### config.mk
export PLATFORM = sky130hd
export DESIGN_NAME = reg_arbiter
export DESIGN_NICKNAME = d
export VERILOG_FILES = /design/src/rtl/reg_arbiter.sv
export SDC_FILE = /design/constraint.sdc
export NUM_CORES = 1
export LEC_CHECK = 0
export CAP_MARGIN = 10
export CORE_AREA = 2 2 69 71
export CTS_CLUSTER_SIZE = 12
export DETAILED_ROUTE_END_ITERATION = 8
export DIE_AREA = 0 0 71 73
export PLACE_DENSITY = 0.81
export SLEW_MARGIN = 20
export SYNTH_ARGS = -nofsm -noshare
export SYNTH_HDL_FRONTEND = slang
export SYNTH_SLANG_ARGS = --single-unit
### constraint.sdc
create_clock -name clk -period 5.2 [get_ports clk]
set_clock_uncertainty 0.15 [all_clocks]
set_input_delay 1.04 -clock clk [delete_from_list [all_inputs] [get_ports clk]]
set_output_delay 1.04 -clock clk [all_outputs]
set_load 0.1 [all_outputs]
### src/rtl/reg_arbiter.sv
// reg_arbiter: two-requester arbiter in front of a 4 x 8-bit register bank (IDLE/ACCESS/DONE).
// Optional round-robin arbitration on contention is enabled by defining REG_ARBITER_RR_EN.
`default_nettype none

module reg_arbiter (
  input  logic       clk,
  input  logic       reset,
  input  logic       req0,
  input  logic       req1,
  input  logic       wr0,
  input  logic       wr1,
  input  logic [1:0] addr0,
  input  logic [1:0] addr1,
  input  logic [7:0] wdata0,
  input  logic [7:0] wdata1,
  output logic       ack0,
  output logic       ack1,
  output logic [7:0] rdata,
  output logic       busy
);

  typedef enum logic [1:0] {
    S_IDLE   = 2'd0,
    S_ACCESS = 2'd1,
    S_DONE   = 2'd2
  } state_t;

  state_t     state_q, state_d;
  logic       gnt_q, gnt_d;
  logic       wr_q, wr_d;
  logic [1:0] addr_q, addr_d;
  logic [7:0] wdata_q, wdata_d;
  logic [7:0] bank_q [4];
  logic [7:0] rdata_q;
  logic       pick;
`ifdef REG_ARBITER_RR_EN
  logic       last_q, last_d;
`endif

  always_ff @(posedge clk or posedge reset) begin
    if (reset) begin
      state_q <= S_IDLE;
      gnt_q   <= 1'b0;
      wr_q    <= 1'b0;
      addr_q  <= 2'd0;
      wdata_q <= 8'h00;
`ifdef REG_ARBITER_RR_EN
      last_q  <= 1'b1;
`endif
    end else begin
      state_q <= state_d;
      gnt_q   <= gnt_d;
      wr_q    <= wr_d;
      addr_q  <= addr_d;
      wdata_q <= wdata_d;
`ifdef REG_ARBITER_RR_EN
      last_q  <= last_d;
`endif
    end
  end

  always_comb begin
    state_d = state_q;
    gnt_d   = gnt_q;
    wr_d    = wr_q;
    addr_d  = addr_q;
    wdata_d = wdata_q;
    pick    = 1'b0;
`ifdef REG_ARBITER_RR_EN
    last_d  = last_q;
`endif
    case (state_q)
      S_IDLE: begin
        if (req0 || req1) begin
`ifdef REG_ARBITER_RR_EN
          // On contention the requester not served last wins.
          pick   = (req0 && req1) ? ~last_q : req1;
          last_d = pick;
`else
          pick   = ~req0;
`endif
          gnt_d   = pick;
          wr_d    = pick ? wr1 : wr0;
          addr_d  = pick ? addr1 : addr0;
          wdata_d = pick ? wdata1 : wdata0;
          state_d = S_ACCESS;
        end
      end
      S_ACCESS: state_d = S_DONE;
      S_DONE:   state_d = S_IDLE;
      default:  state_d = S_IDLE;
    endcase
  end

  always_ff @(posedge clk or posedge reset) begin
    if (reset) begin
      for (int i = 0; i < 4; i++) begin
        bank_q[i] <= 8'h00;
      end
      rdata_q <= 8'h00;
    end else if (state_q == S_ACCESS) begin
      if (wr_q) begin
        bank_q[addr_q] <= wdata_q;
      end else begin
        rdata_q <= bank_q[addr_q];
      end
    end
  end

  assign ack0  = (state_q == S_DONE) && !gnt_q;
  assign ack1  = (state_q == S_DONE) &&  gnt_q;
  assign busy  = (state_q != S_IDLE);
  assign rdata = rdata_q;

endmodule

`default_nettype wire

==> run_results.csv <==
group,metric,value,unit
route,ant_nets,0,
place,dp_hpwl,3.05,mm
route,initialDrtViolationCount,68,
route,vias_per_cell,5.69,
global_route,grt_pass1_wl,7.71,mm
clocking,hold_buffers,0,
floorplanning,core_area,0.00454,mm2
sta,fin_crit,3.33,ns
logic_synthesis,avgSynthCellArea,16.6,um2
clocking,cts.sinks,54,
finish,area_growth,20.2,%
clocking,path_clk_slew,0.09,ns
sta,finalHoldViolCount,0,
floorplanning,top_level_ports,37,
logic_synthesis,ys.flop_type,"dfrtp_1",
sta,timing.hold.ws,0.356,ns
logic_synthesis,ys_types,20,
worst_setup_path,cp_max_fo,7,
power_and_ir_drop,powerDensity,668,mW/mm2
route,first_pass_iters,4,
worst_setup_path,cp-end-kind,"output port",
sta,setup_viol,0,
floorplanning,rows,25,
worst_setup_path,slowest_delay,1.16,ns
logic_synthesis,syn_inst,147,
place,port_buffers,36,
floorplanning,die-area,0.00518,mm2
outcome,status,"finished clean",
sta,fmax,300,MHz
logic_synthesis,synth_common_cells,"62 x mux2_2, 54 x dfrtp_1, 8 x mux4_1",
route,wire_per_inst,19.0,um
finish,drive_gt1_share,40.0,%
floorplanning,die_y,73,um
floorplanning,die_w,71,um
worst_setup_path,cp_data_required_time,4.01,ns
global_route,track_usage,19.8,%
worst_setup_path,slowest_stage,"clkdlybuf4s50_1",
logic_synthesis,synth_most_common_cell,"mux2_2",
sta,grt_setup_unrepaired,"false",
sta,min_period_over_period,64.1,%
sta,tightest_slew,0.971,ns
route,drc_errors,0,
clocking,root_buffer,"clkbuf_8",
worst_setup_path,arrival,2.14,ns
job,maxCapViolCount,0,
finish,n_antenna_cell,0,
logic_synthesis,ys_seq_area_share,55.4,%
logic_synthesis,postSynthNetCount,173,
place,gp_congestion,0.762,
finish,nets,210,
sta,slew_headroom,35.0,%
sta,slew_viol_final,0,
sta,tns,0,ns
logic_synthesis,yosysTopAreaCell,"dfrtp_1",
finish,fin_util,64.6,%
floorplanning,initial_core_util,53.7,%
logic_synthesis,synth_edf_count,0,
clocking,tritoncts,"yes",
logic_synthesis,synth_seq_cells,54,
clocking,cts-htree-levels,2,
clocking,cts_buffers,5,
worst_setup_path,critPathLaunchType,"flip-flop",
route,routed_wl,4.54,mm
global_route,grt_overflow,0,
logic_synthesis,ys_warn_count,0,
worst_setup_path,cp_cell_sequence,"nor3b_1 -> clkdlybuf4s50_1",
power_and_ir_drop,leakage,1.26,nW
global_route,grt_max_degree,55,
route,vias,1361,
clocking,cts-resized-gates,0,
global_route,antenna_found_initial,0,
clocking,clock_latency,0.30,ns
power_and_ir_drop,p_total,0.00196,W
global_route,grt_pass1_vias,1485,
clocking,cts_setup_buffers,0,
logic_synthesis,synth_top_area_share,55.4,%
worst_hold_path,hold_path.class,"reg -> reg",
logic_synthesis,netlist_area,0.00244,mm2
worst_setup_path,crit_type,"reg -> out",
logic_synthesis,synthArstFlopShare,100,%
logic_synthesis,yosys-top-cells-area,"dfrtp_1 55%, mux2_2 29%, mux4_1 8.6%",
clocking,clockBufferDepth,2,
power_and_ir_drop,ir_worst_vdd,0.330,mV
-- where the power goes --
part           switching, W  total, W  internal (W)  leakage, nW
sequential         0.000174  0.000802      0.000628        0.656
clock              0.000132  0.000275      0.000144       0.0514
combinational      0.000472  0.000879      0.000407        0.549
-- path summary, 6_finish.rpt --
kind	startpoint	to	slack [ns]	cells past startpoint
min in group asynchronous	reset	bank_q[8]	1.07	2
worst max register to register	addr_q[1]	bank_q[16]	2.75	3
worst min-delay path	bank_q[27]	bank_q[27]	0.36	1
max in group asynchronous	reset	wdata_q[4]	3.29	2
worst max-delay path	state_q[0]	ack0	1.87	2
worst min register to register	bank_q[27]	bank_q[27]	0.36	1
-- stage by stage --
| step | std cells | setup slack, ns | cell area (um2) |
|---|---|---|---|
| after floorplan | 147 | 1.35 | 2440 |
| after global placement | 231 | 2.09 | 2820 |
| after detailed placement | 231 | 2.00 | 2820 |
| after CTS | 239 | 1.85 | 2930 |
| after global routing | 239 | 1.80 | 2930 |
| final | 239 | 1.87 | 2930 |
-- metal layers --
metal  global-route usage [%]  share of wire [%]  wire length, um
met3                     4.28                2.9              131
met1                     25.6                 43             1960
met5                        0                  0                0
met2                     34.3                 53             2400
met4                     5.03                1.1               49
-- registers in the layout (all words and copies together), names as in the netlist --
signal,cells
wr_q,1
rdata,8
gnt_q,1
bank_q,32
state_q,2
wdata_q,8
addr_q,2
-- cell type report --
cell class	instances	area, um2
sequential	54	1350
inverter	2	8.76
tap	54	67.6
multi-input combinational	85	1030
fill	331	1610
clock buffer	6	72.6
clock inverter	2	37.5
timing repair buffer	36	360
-- cells in the final DEF, fill, tap and decap left out, types with 2 or more instances in the layout --
cell type,netlist,final
mux2_2,62,62
nor2b_1,2,2
dfrtp_1,54,54
nor3b_1,2,2
clkbuf_8,0,5
a21oi_1,2,2
mux4_1,8,8
clkdlybuf4s50_1,0,36
-- cell families after synthesis --
family                 synth area share [%]
AND/OR/NAND/NOR                        4.36
AO/OA/AOI/OAI                         0.719
multiplexers                           37.3
flip-flops                             55.4
buffers and inverters                  2.21
-- critical path: cells and delay by family, from the launching register on --
| family | cells | cell delay (ns) |
|---|---|---|
| buffers and inverters | 1 | 1.16 |
| DFF | 1 | 0.47 |
| and+or+nand+nor | 1 | 0.22 |
Power figures use the tool's default switching activity.
